===== src/rtl/arb_pkg.sv =====
`default_nettype none
// ============================================================================
// Module      : arb_pkg
// Description : Constants and types shared by the arbiter writer endpoint.
//               ARB_DATA_W : byte width carried on the arbiter data path.
//               wr_state_t : writer FSM encoding (IDLE=0, REQ=1).
// Revision    : 1.0 - initial release
// ============================================================================
package arb_pkg;

  localparam int ARB_DATA_W = 8;

  typedef enum logic [0:0] {
    WR_IDLE = 1'b0,
    WR_REQ  = 1'b1
  } wr_state_t;

endpackage : arb_pkg
`default_nettype wire


===== src/rtl/writer_fifo.sv =====
`default_nettype none
// ============================================================================
// Module      : writer_fifo
// Description : DEPTH x ARB_DATA_W buffer with power-of-2 wrapping pointers.
//               rd_data always shows the head entry. A push is ignored while
//               full and a pop is ignored while empty. There is no bypass
//               when full, even if a pop happens on the same edge.
// Ports       : clk      in   clock
//               rst      in   asynchronous active-high reset
//               push     in   write wr_data at the tail
//               pop      in   discard the head entry
//               wr_data  in   byte to write
//               rd_data  out  head byte
//               count    out  number of stored entries (0..DEPTH)
//               full     out  count == DEPTH
// Revision    : 1.0 - initial release
// ============================================================================
module writer_fifo
  import arb_pkg::*;
#(
  parameter int DEPTH = 4
) (
  input  logic                    clk,
  input  logic                    rst,
  input  logic                    push,
  input  logic                    pop,
  input  logic [ARB_DATA_W-1:0]   wr_data,
  output logic [ARB_DATA_W-1:0]   rd_data,
  output logic [$clog2(DEPTH):0]  count,
  output logic                    full
);

  localparam int                PTR_W    = $clog2(DEPTH);
  localparam logic [PTR_W:0]    FULL_CNT = (PTR_W + 1)'(DEPTH);

  logic [ARB_DATA_W-1:0] mem [DEPTH];
  logic [PTR_W-1:0]      wr_ptr;
  logic [PTR_W-1:0]      rd_ptr;
  logic                  empty;
  logic                  push_ok;
  logic                  pop_ok;

  assign full    = (count == FULL_CNT);
  assign empty   = (count == '0);
  assign push_ok = push & ~full;
  assign pop_ok  = pop & ~empty;
  assign rd_data = mem[rd_ptr];

  // Storage is reset so the head reads 8'h00 straight out of reset.
  always_ff @(posedge clk or posedge rst) begin
    if (rst) begin
      for (int i = 0; i < DEPTH; i++) begin
        mem[i] <= '0;
      end
    end else if (push_ok) begin
      mem[wr_ptr] <= wr_data;
    end
  end

  always_ff @(posedge clk or posedge rst) begin
    if (rst) begin
      wr_ptr <= '0;
      rd_ptr <= '0;
      count  <= '0;
    end else begin
      if (push_ok) wr_ptr <= wr_ptr + PTR_W'(1);
      if (pop_ok)  rd_ptr <= rd_ptr + PTR_W'(1);
      case ({push_ok, pop_ok})
        2'b10:   count <= count + (PTR_W + 1)'(1);
        2'b01:   count <= count - (PTR_W + 1)'(1);
        default: count <= count;
      endcase
    end
  end

endmodule : writer_fifo
`default_nettype wire


===== src/rtl/arbiter_writer.sv =====
`default_nettype none
// ============================================================================
// Module      : arbiter_writer
// Description : Requester-side endpoint of the arbiter req/busy protocol.
//               Buffers producer bytes and offers the head byte to one
//               arbiter port, holding o_req/o_data until accepted
//               (i_busy low on an edge with o_req high).
//               Optional macro ARB_WRITER_TIMEOUT_EN: the head byte is
//               dropped (o_drop pulse) after TIMEOUT consecutive stalled
//               cycles. Without the macro the writer waits indefinitely.
// Ports       : i_clk    in   clock
//               i_reset  in   asynchronous active-high reset
//               i_valid  in   producer byte available on i_data
//               i_data   in   producer byte
//               o_ready  out  buffer can accept (push = i_valid & o_ready)
//               o_req    out  head byte on o_data is offered to the arbiter
//               o_data   out  head-of-buffer byte
//               i_busy   in   arbiter did not accept, hold o_data
//               o_drop   out  one-cycle pulse: head byte discarded on timeout
//               o_level  out  buffered byte count including the one on o_data
// Revision    : 1.0 - initial release
// ============================================================================
module arbiter_writer
  import arb_pkg::*;
#(
  parameter int DEPTH   = 4,
  parameter int TIMEOUT = 16
) (
  input  logic                    i_clk,
  input  logic                    i_reset,
  input  logic                    i_valid,
  input  logic [ARB_DATA_W-1:0]   i_data,
  output logic                    o_ready,
  output logic                    o_req,
  output logic [ARB_DATA_W-1:0]   o_data,
  input  logic                    i_busy,
  output logic                    o_drop,
  output logic [$clog2(DEPTH):0]  o_level
);

  localparam int LVL_W = $clog2(DEPTH) + 1;

  if ((DEPTH < 2) || ((DEPTH & (DEPTH - 1)) != 0)) begin : g_bad_depth
    $error("arbiter_writer: DEPTH must be a power of 2 and >= 2");
  end
  if (TIMEOUT < 1) begin : g_bad_timeout
    $error("arbiter_writer: TIMEOUT must be >= 1");
  end

  wr_state_t        state;
  wr_state_t        state_next;
  logic             push;
  logic             pop;
  logic             drop_hit;
  logic             fifo_full;
  logic [LVL_W-1:0] fifo_count;
  logic [LVL_W-1:0] count_after;

  writer_fifo #(
    .DEPTH   (DEPTH)
  ) u_fifo (
    .clk     (i_clk),
    .rst     (i_reset),
    .push    (push),
    .pop     (pop),
    .wr_data (i_data),
    .rd_data (o_data),
    .count   (fifo_count),
    .full    (fifo_full)
  );

  // push can only happen when not full, so this never exceeds DEPTH.
  assign count_after = fifo_count + LVL_W'(push) - LVL_W'(pop);
  assign o_ready     = ~fifo_full;
  assign o_level     = fifo_count;

`ifdef ARB_WRITER_TIMEOUT_EN
  localparam int TMR_W = $clog2(TIMEOUT + 1);

  logic [TMR_W-1:0] stall_cnt;

  // Counts consecutive stalled REQ cycles; any pop (transfer or drop) or
  // a non-stalled cycle restarts it.
  always_ff @(posedge i_clk or posedge i_reset) begin
    if (i_reset) begin
      stall_cnt <= '0;
    end else if (pop) begin
      stall_cnt <= '0;
    end else if ((state == WR_REQ) && i_busy) begin
      stall_cnt <= stall_cnt + TMR_W'(1);
    end else begin
      stall_cnt <= '0;
    end
  end

  // The drop fires during the TIMEOUT-th stalled cycle itself.
  assign drop_hit = (state == WR_REQ) && i_busy && (stall_cnt == TMR_W'(TIMEOUT - 1));
`else
  assign drop_hit = 1'b0;
`endif

  // State register
  always_ff @(posedge i_clk or posedge i_reset) begin
    if (i_reset) begin
      state <= WR_IDLE;
    end else begin
      state <= state_next;
    end
  end

  // Next-state logic
  always_comb begin
    state_next = state;
    case (state)
      WR_IDLE: begin
        if (push) state_next = WR_REQ;
      end
      WR_REQ: begin
        if (pop && (count_after == '0)) state_next = WR_IDLE;
      end
      default: state_next = WR_IDLE;
    endcase
  end

  // Outputs: o_req is the registered state, so a byte pushed in IDLE is
  // offered no earlier than the following cycle.
  always_comb begin
    o_req  = (state == WR_REQ);
    o_drop = drop_hit;
    push   = i_valid & ~fifo_full;
    pop    = (state == WR_REQ) & (~i_busy | drop_hit);
  end

endmodule : arbiter_writer
`default_nettype wire

===== config.mk =====
export PLATFORM = sky130hd
export DESIGN_NAME = arbiter_writer
export DESIGN_NICKNAME = d
export VERILOG_FILES = /design/src/rtl/arb_pkg.sv /design/src/rtl/writer_fifo.sv /design/src/rtl/arbiter_writer.sv
export SDC_FILE = /design/constraint.sdc
export NUM_CORES = 1
export LEC_CHECK = 0
export CAP_MARGIN = 30
export CELL_PAD_IN_SITES_DETAIL_PLACEMENT = 1
export CELL_PAD_IN_SITES_GLOBAL_PLACEMENT = 2
export CORE_ASPECT_RATIO = 1.2
export CORE_MARGIN = 1
export CORE_UTILIZATION = 40
export DETAILED_ROUTE_END_ITERATION = 6
export PLACE_DENSITY = 0.9
export SLEW_MARGIN = 20
export SYNTH_ARGS = -nofsm -noshare
export SYNTH_HDL_FRONTEND = slang
export SYNTH_SLANG_ARGS = --single-unit

===== constraint.sdc =====
create_clock -name i_clk -period 2.33 [get_ports i_clk]
set_input_delay 0.3495 -clock i_clk [delete_from_list [all_inputs] [get_ports i_clk]]
set_output_delay 0.3495 -clock i_clk [all_outputs]
set_load 0.03 [all_outputs]

==> results of run 1 <==
## cells by family (layout without fill, tap and decap cells)
group           Yosys count  in the layout  share of synthesized area [%]
flops                    40             40                           47.8
mux                      42             42                           32.6
buf+inv                  18             54                           5.20
simple gates             12             12                           4.25
compound gates            2              2                          0.478
fa+ha+maj                 9              9                           6.10
xor+xnor                  8              8                           3.35
other cells               1              1                          0.179
## per-stage QoR
| step | instance area (sq um) | hold slack [ns] | worst slack (ns) |
|---|---|---|---|
| 2_1_floorplan | 2090 | 0.476 | 0.00762 |
| 3_3_place_gp | 2420 | 0.489 | 0.0289 |
| 3_5_place_dp | 2420 | 0.491 | -0.0922 |
| 4_1_cts | 2560 | 0.450 | 0.0129 |
| 5_1_grt | 2570 | 0.488 | -0.000788 |
| 6_report | 2570 | 0.427 | 0.0623 |
## where the power goes
part	switching, mW	total (mW)	internal (mW)
registers	0.271	1.33	1.06
logic	0.967	2.28	1.31
clock network	0.236	0.553	0.318
## worst max-delay path, cell delays in order (launching register included)
cell and delay, ns:
dfrtp_1 0.44, or3b_1 0.42, buf_4 0.18, clkdlybuf4s50_1 0.59
## routing by layer
metal  vias to the layer above  wire, microns  global-route usage, %
met1                       592           1760                   22.5
li1                        522              -                      -
met4                         0             70                   7.29
met2                        25           2120                   30.2
met3                         6            173                   5.06
met5                         -              0                      0
## worst paths after layout
kind                                      start          endpoint  slack [ns]  cells past startpoint
worst max-delay path            u_fifo.count[0]           o_ready        0.06                      3
worst min-delay path                    i_reset    u_fifo.mem[26]        0.43                      2
worst max register to register  u_fifo.count[0]             o_req        0.20                      8
worst min register to register   u_fifo.mem[18]    u_fifo.mem[18]        0.51                      1
max in group asynchronous               i_reset  u_fifo.rd_ptr[0]        1.33                      3
min in group i_clk               u_fifo.mem[18]    u_fifo.mem[18]        0.51                      1
## synth_stat cells
cell type and count:
nand2b_1 1, a21oi_1 2, xnor2_1 4, mux2_4 32, fa_1 2, mux4_2 8, nand2_1 1, nor3_1 2
mux2i_1 1, nor3b_1 1, ha_1 7, buf_6 5, clkbuf_1 2, dfrtp_1 40, and3_4 4, or3b_1 1
conb_1 1, inv_1 10, mux2_2 1, xor2_1 4, nor2_1 2, buf_4 1
## cell type report
class / instances / area [sq um] / share of cell area (%)
sequential: 40 / 1000 / 39.1
clock buffer: 6 / 72.6 / 2.82
multi-input combinational: 74 / 985 / 38.3
inverter: 10 / 37.5 / 1.46
timing repair buffer: 36 / 363 / 14.1
tap: 60 / 75.1 / 2.92
clock inverter: 2 / 35.0 / 1.36
## sequential cells by signal (all words and copies together), names as in the netlist
name,count
o_req,1
u_fifo.rd_ptr,2
u_fifo.mem,32
u_fifo.count,3
u_fifo.wr_ptr,2
## what timing repair did
item,CTS,global route
pin swaps,0,0
buffers inserted,3,0
endpoints found under the setup margin,8,4
resized for setup,2,4
==> qor.yml, run 1 <==
crit_fanout: 6
cts.htree.levels: 2
cp-start-kind: "flop"
dr.pass1.iters: 4
ys_ff_latch: 40
synth.distinct_cells: 22
fin_util_pct: 51.7
grt_pass1_vias: 1343
cts_hold_buf: 0
area_growth_syn_to_layout_pct: 23.0
dieArea_sq_mm: 0.00552
drt_iter0_drc: 44
tightest_slew_ns: 0.629
grt_max_degree: 27
synth.avg_cell_area_sq_um: 15.8
ys_top_cells_by_area: "dfrtp_1 (48%), mux2_4 (23%), mux4_2 (8.6%)"
cts_buffers: 5
fin_total_pwr_mw: 4.16
core-area_sq_mm: 0.00497
finalClockSkew_ns: 0.00650
final_cell_mix: "dfrtp_1 (37), mux2_4 (32), clkdlybuf4s50_1 (21), inv_1 (10), buf_4 (10)"
hold_viol: 0
placementRows: 28
antenna_found_initial: 0
maxCapViolCount: 0
fin_nets: 188
vias_per_cell: 5.02
place_congestion: 0.723
slew-limit-headroom_pct: 58.0
drcViolationCount: 0
grt_pass1_wl_microns: 7110
dp_hpwl_microns: 2980
clock_latency_ns: 0.30
cts-root-buf: "clkbuf_8"
ys_seq_area_share_pct: 47.8
gr-usage-all-layers_pct: 18.4
setup_tns_ns: 0
path_clk_slew_ns: 0.08
num-fill-cells: 480
finalWirelength_microns: 4120
syn-num-nets: 153
vias: 1145
drv_slew: 0
outcome: "finished clean"
p_leak_nw: 1.19
synth_area_sq_mm: 0.00209
stdcell_count: 228
die_x_microns: 68.0
ys_warn_count: 0
die_h_microns: 81.2
drive_gt1_share_pct: 40.5
n_antenna_cell: 0
synth_top_area_cell: "dfrtp_1"
end_kind: "output port"
min_period_over_period_pct: 97.3
io_pins: 26
synth_top_area_share_pct: 47.8
worstPathRequired_ns: 1.98
ir_drop_v: 0.000649
power_density_mw_per_mm2: 1620
start_util_pct: 42.1
io_buffers: 24
fin_crit_ns: 2.27
final_common_cell: "dfrtp_1"
hold_path_class: "primary input to asynchronous set/reset pin"
drt-wirelength-per-cell_microns: 18.1
clock-sinks: 40
dp.cells: 217
ant_nets: 0
max_freq_mhz: 441
setup_viol: 0
cts_buffer_depth: 2
crit_arrival_ns: 1.92
critPathKind: "flop to output port"
grt_remaining_overflow: 0
netlist_instances: 132
cts_tree: "built"
Note: power is estimated with default switching activity, not from simulation.
==> run 2: changes to the inputs <==
--- a/config.mk
+++ b/config.mk
@@ -9,7 +9,7 @@
 export CELL_PAD_IN_SITES_DETAIL_PLACEMENT = 1
 export CELL_PAD_IN_SITES_GLOBAL_PLACEMENT = 2
 export CORE_ASPECT_RATIO = 1.2
-export CORE_MARGIN = 1
+export CORE_MARGIN = 2
 export CORE_UTILIZATION = 40
 export DETAILED_ROUTE_END_ITERATION = 6
 export PLACE_DENSITY = 0.9
==> qor.yml, run 2 (same netlist as run 1, synthesis figures left out) <==
cts_setup_buffers: 0  # -3
ir_drop_v: 0.000741  # +14%
io_pins: 26  # unchanged
whs_ns: 0.420  # -0.00759 ns
cts_buffers: 5  # unchanged
fin_ws_ns: 0.0497  # -0.0126 ns
start_util_pct: 42.1  # unchanged
final_cell_mix: "dfrtp_1 (37), mux2_4 (32), clkdlybuf4s50_1 (16), inv_1 (10)"
n_antenna_cell: 0  # unchanged
vias_per_cell: 5.15  # +2.6%
hold_viol: 0  # unchanged
grt_pass1_wl_microns: 7400  # +4.2%
placementRows: 28  # unchanged
stdcell_area_sq_mm: 0.00253  # -1.7%
grt_max_degree: 27  # unchanged
drt-wirelength-per-cell_microns: 19.0  # +4.9%
min_period_over_period_pct: 97.9  # +0.54 points
post_dp_cell_area_sq_mm: 0.00242  # unchanged
hold_path_class: "primary input to asynchronous set/reset pin"
max_freq_mhz: 439  # -0.55%
setup_tns_ns: 0  # unchanged
drt_iter0_drc: 26  # -41%
dp.cells: 217  # unchanged
num-fill-cells: 497  # +3.5%
dieArea_sq_mm: 0.00583  # +5.5%
end_kind: "output port"
clock_latency_ns: 0.30  # about the same
final_common_cell: "dfrtp_1"
cts.htree.levels: 2  # unchanged
slew-limit-headroom_pct: 57.9  # -0.084 points
place_congestion: 0.745  # +3.1%
rsz0062_at_grt: "no"
critPathKind: "flop to output port"
ant_nets: 0  # unchanged
largest-register: "u_fifo.mem"
worstReg2RegEnd: "o_req"
stdcell_count: 225  # -1.3%
tightest_slew_ns: 0.631  # +0.00126 ns
reg_top3: "u_fifo.mem x32, u_fifo.count x3"
fin_nets: 185  # -1.6%
setup_viol: 0  # unchanged
power_density_mw_per_mm2: 1610  # -0.78%
io_buffers: 24  # unchanged
cts_tree: "built"
crit_arrival_ns: 1.93  # about the same
ff2ff_setup_slack_ns: 0.15  # -0.05 ns
p_leak_nw: 1.18  # -0.88%
maxCapViolCount: 0  # unchanged
cp-start-kind: "flop"
drv_slew: 0  # unchanged
drive_gt1_share_pct: 38.8  # -1.7 points
gr-usage-all-layers_pct: 16.6  # -1.8 points
clock-sinks: 40  # unchanged
fin_total_pwr_mw: 4.06  # -2.5%
dr.pass1.iters: 4  # unchanged
finalClockSkew_ns: 0.00621  # -0.000290 ns
core-area_sq_mm: 0.00497  # unchanged
vias: 1159  # +1.2%
fin_crit_ns: 2.28  # +0.0126 ns
grt_remaining_overflow: 0  # unchanged
antenna_found_initial: 0  # unchanged
finalWirelength_microns: 4270  # +3.5%
grt_pass1_vias: 1407  # +4.8%
fin_util_pct: 50.8  # -0.88 points
worst-r2r-cell-count: 8  # unchanged
cts_buffer_depth: 2  # unchanged
dp_hpwl_microns: 3150  # +5.6%
die_x_microns: 70.0  # +2.9%
drcViolationCount: 0  # unchanged
largest_reg_flops: 32  # unchanged
cts-root-buf: "clkbuf_8"
area_growth_syn_to_layout_pct: 20.9
worstPathRequired_ns: 1.98  # about the same
pre_cts_slack_ns: -0.115  # -0.0228 ns
r2r_start: "u_fifo.count[0]"
crit_fanout: 6  # unchanged
path_clk_slew_ns: 0.08  # about the same
outcome: "finished clean"
die_h_microns: 83.2  # +2.5%
-- run 2: cell types whose count changed in the layout (fill, tap and decap cells not counted) --
cell             delta
clkdlybuf4s50_1     -5
dlygate4sd2_1       +5
buf_4               -2
buf_12              -1
nand2_1             +1
nand2_2             -1
-- run 2: timing repair --
item	CTS	global route
hold buffers	0	0
resized for setup	7	3
setup endpoints to repair	8	3
gates cloned	0	0
pin swaps	0	0
-- run 2: where the power goes --
group	switching (mW)	leakage (nW)	total, mW	internal [mW]
clock	0.246	0.0552	0.563	0.318
combinational	0.948	0.653	2.15	1.20
sequential	0.291	0.467	1.35	1.06
-- run 2: worst max-delay path by stage --
stage	start	depth (start not counted)	endpoint	slack [ns]
2_1_floorplan	u_fifo.count[1]	9	o_req	0.008
3_3_place_gp	i_busy	10	o_req	0.02
3_5_place_dp	i_busy	10	o_req	-0.11
4_1_cts	u_fifo.rd_ptr[1]	2	o_data[0]	0.02
5_1_grt	u_fifo.count[0]	3	o_ready	0.002
6_report	u_fifo.count[0]	3	o_ready	0.05
-- run 2: cell type report --
type	count	area, sq um	share of cell area (%)
sequential	40	1000	39.7
multi-input combinational	74	982	38.8
timing repair buffer	33	322	12.7
tap	60	75.1	2.97
clock buffer	6	72.6	2.87
inverter	10	37.5	1.48
clock inverter	2	35.0	1.39
-- run 2: worst max-delay path, cell delays in order, from the launching register on --
cell and delay, ns:
dfrtp_1 0.44, or3b_1 0.39, buf_4 0.18, clkdlybuf4s50_1 0.61
-- run 2: metal layers --
layer | up-vias | routed length (microns) | GRT usage (%)
met2 | 30 | 2250 | 28.1
met5 | - | 0 | 0
li1 | 516 | - | -
met4 | 0 | 85 | 6.12
met3 | 7 | 179 | 4.98
met1 | 606 | 1750 | 19.7
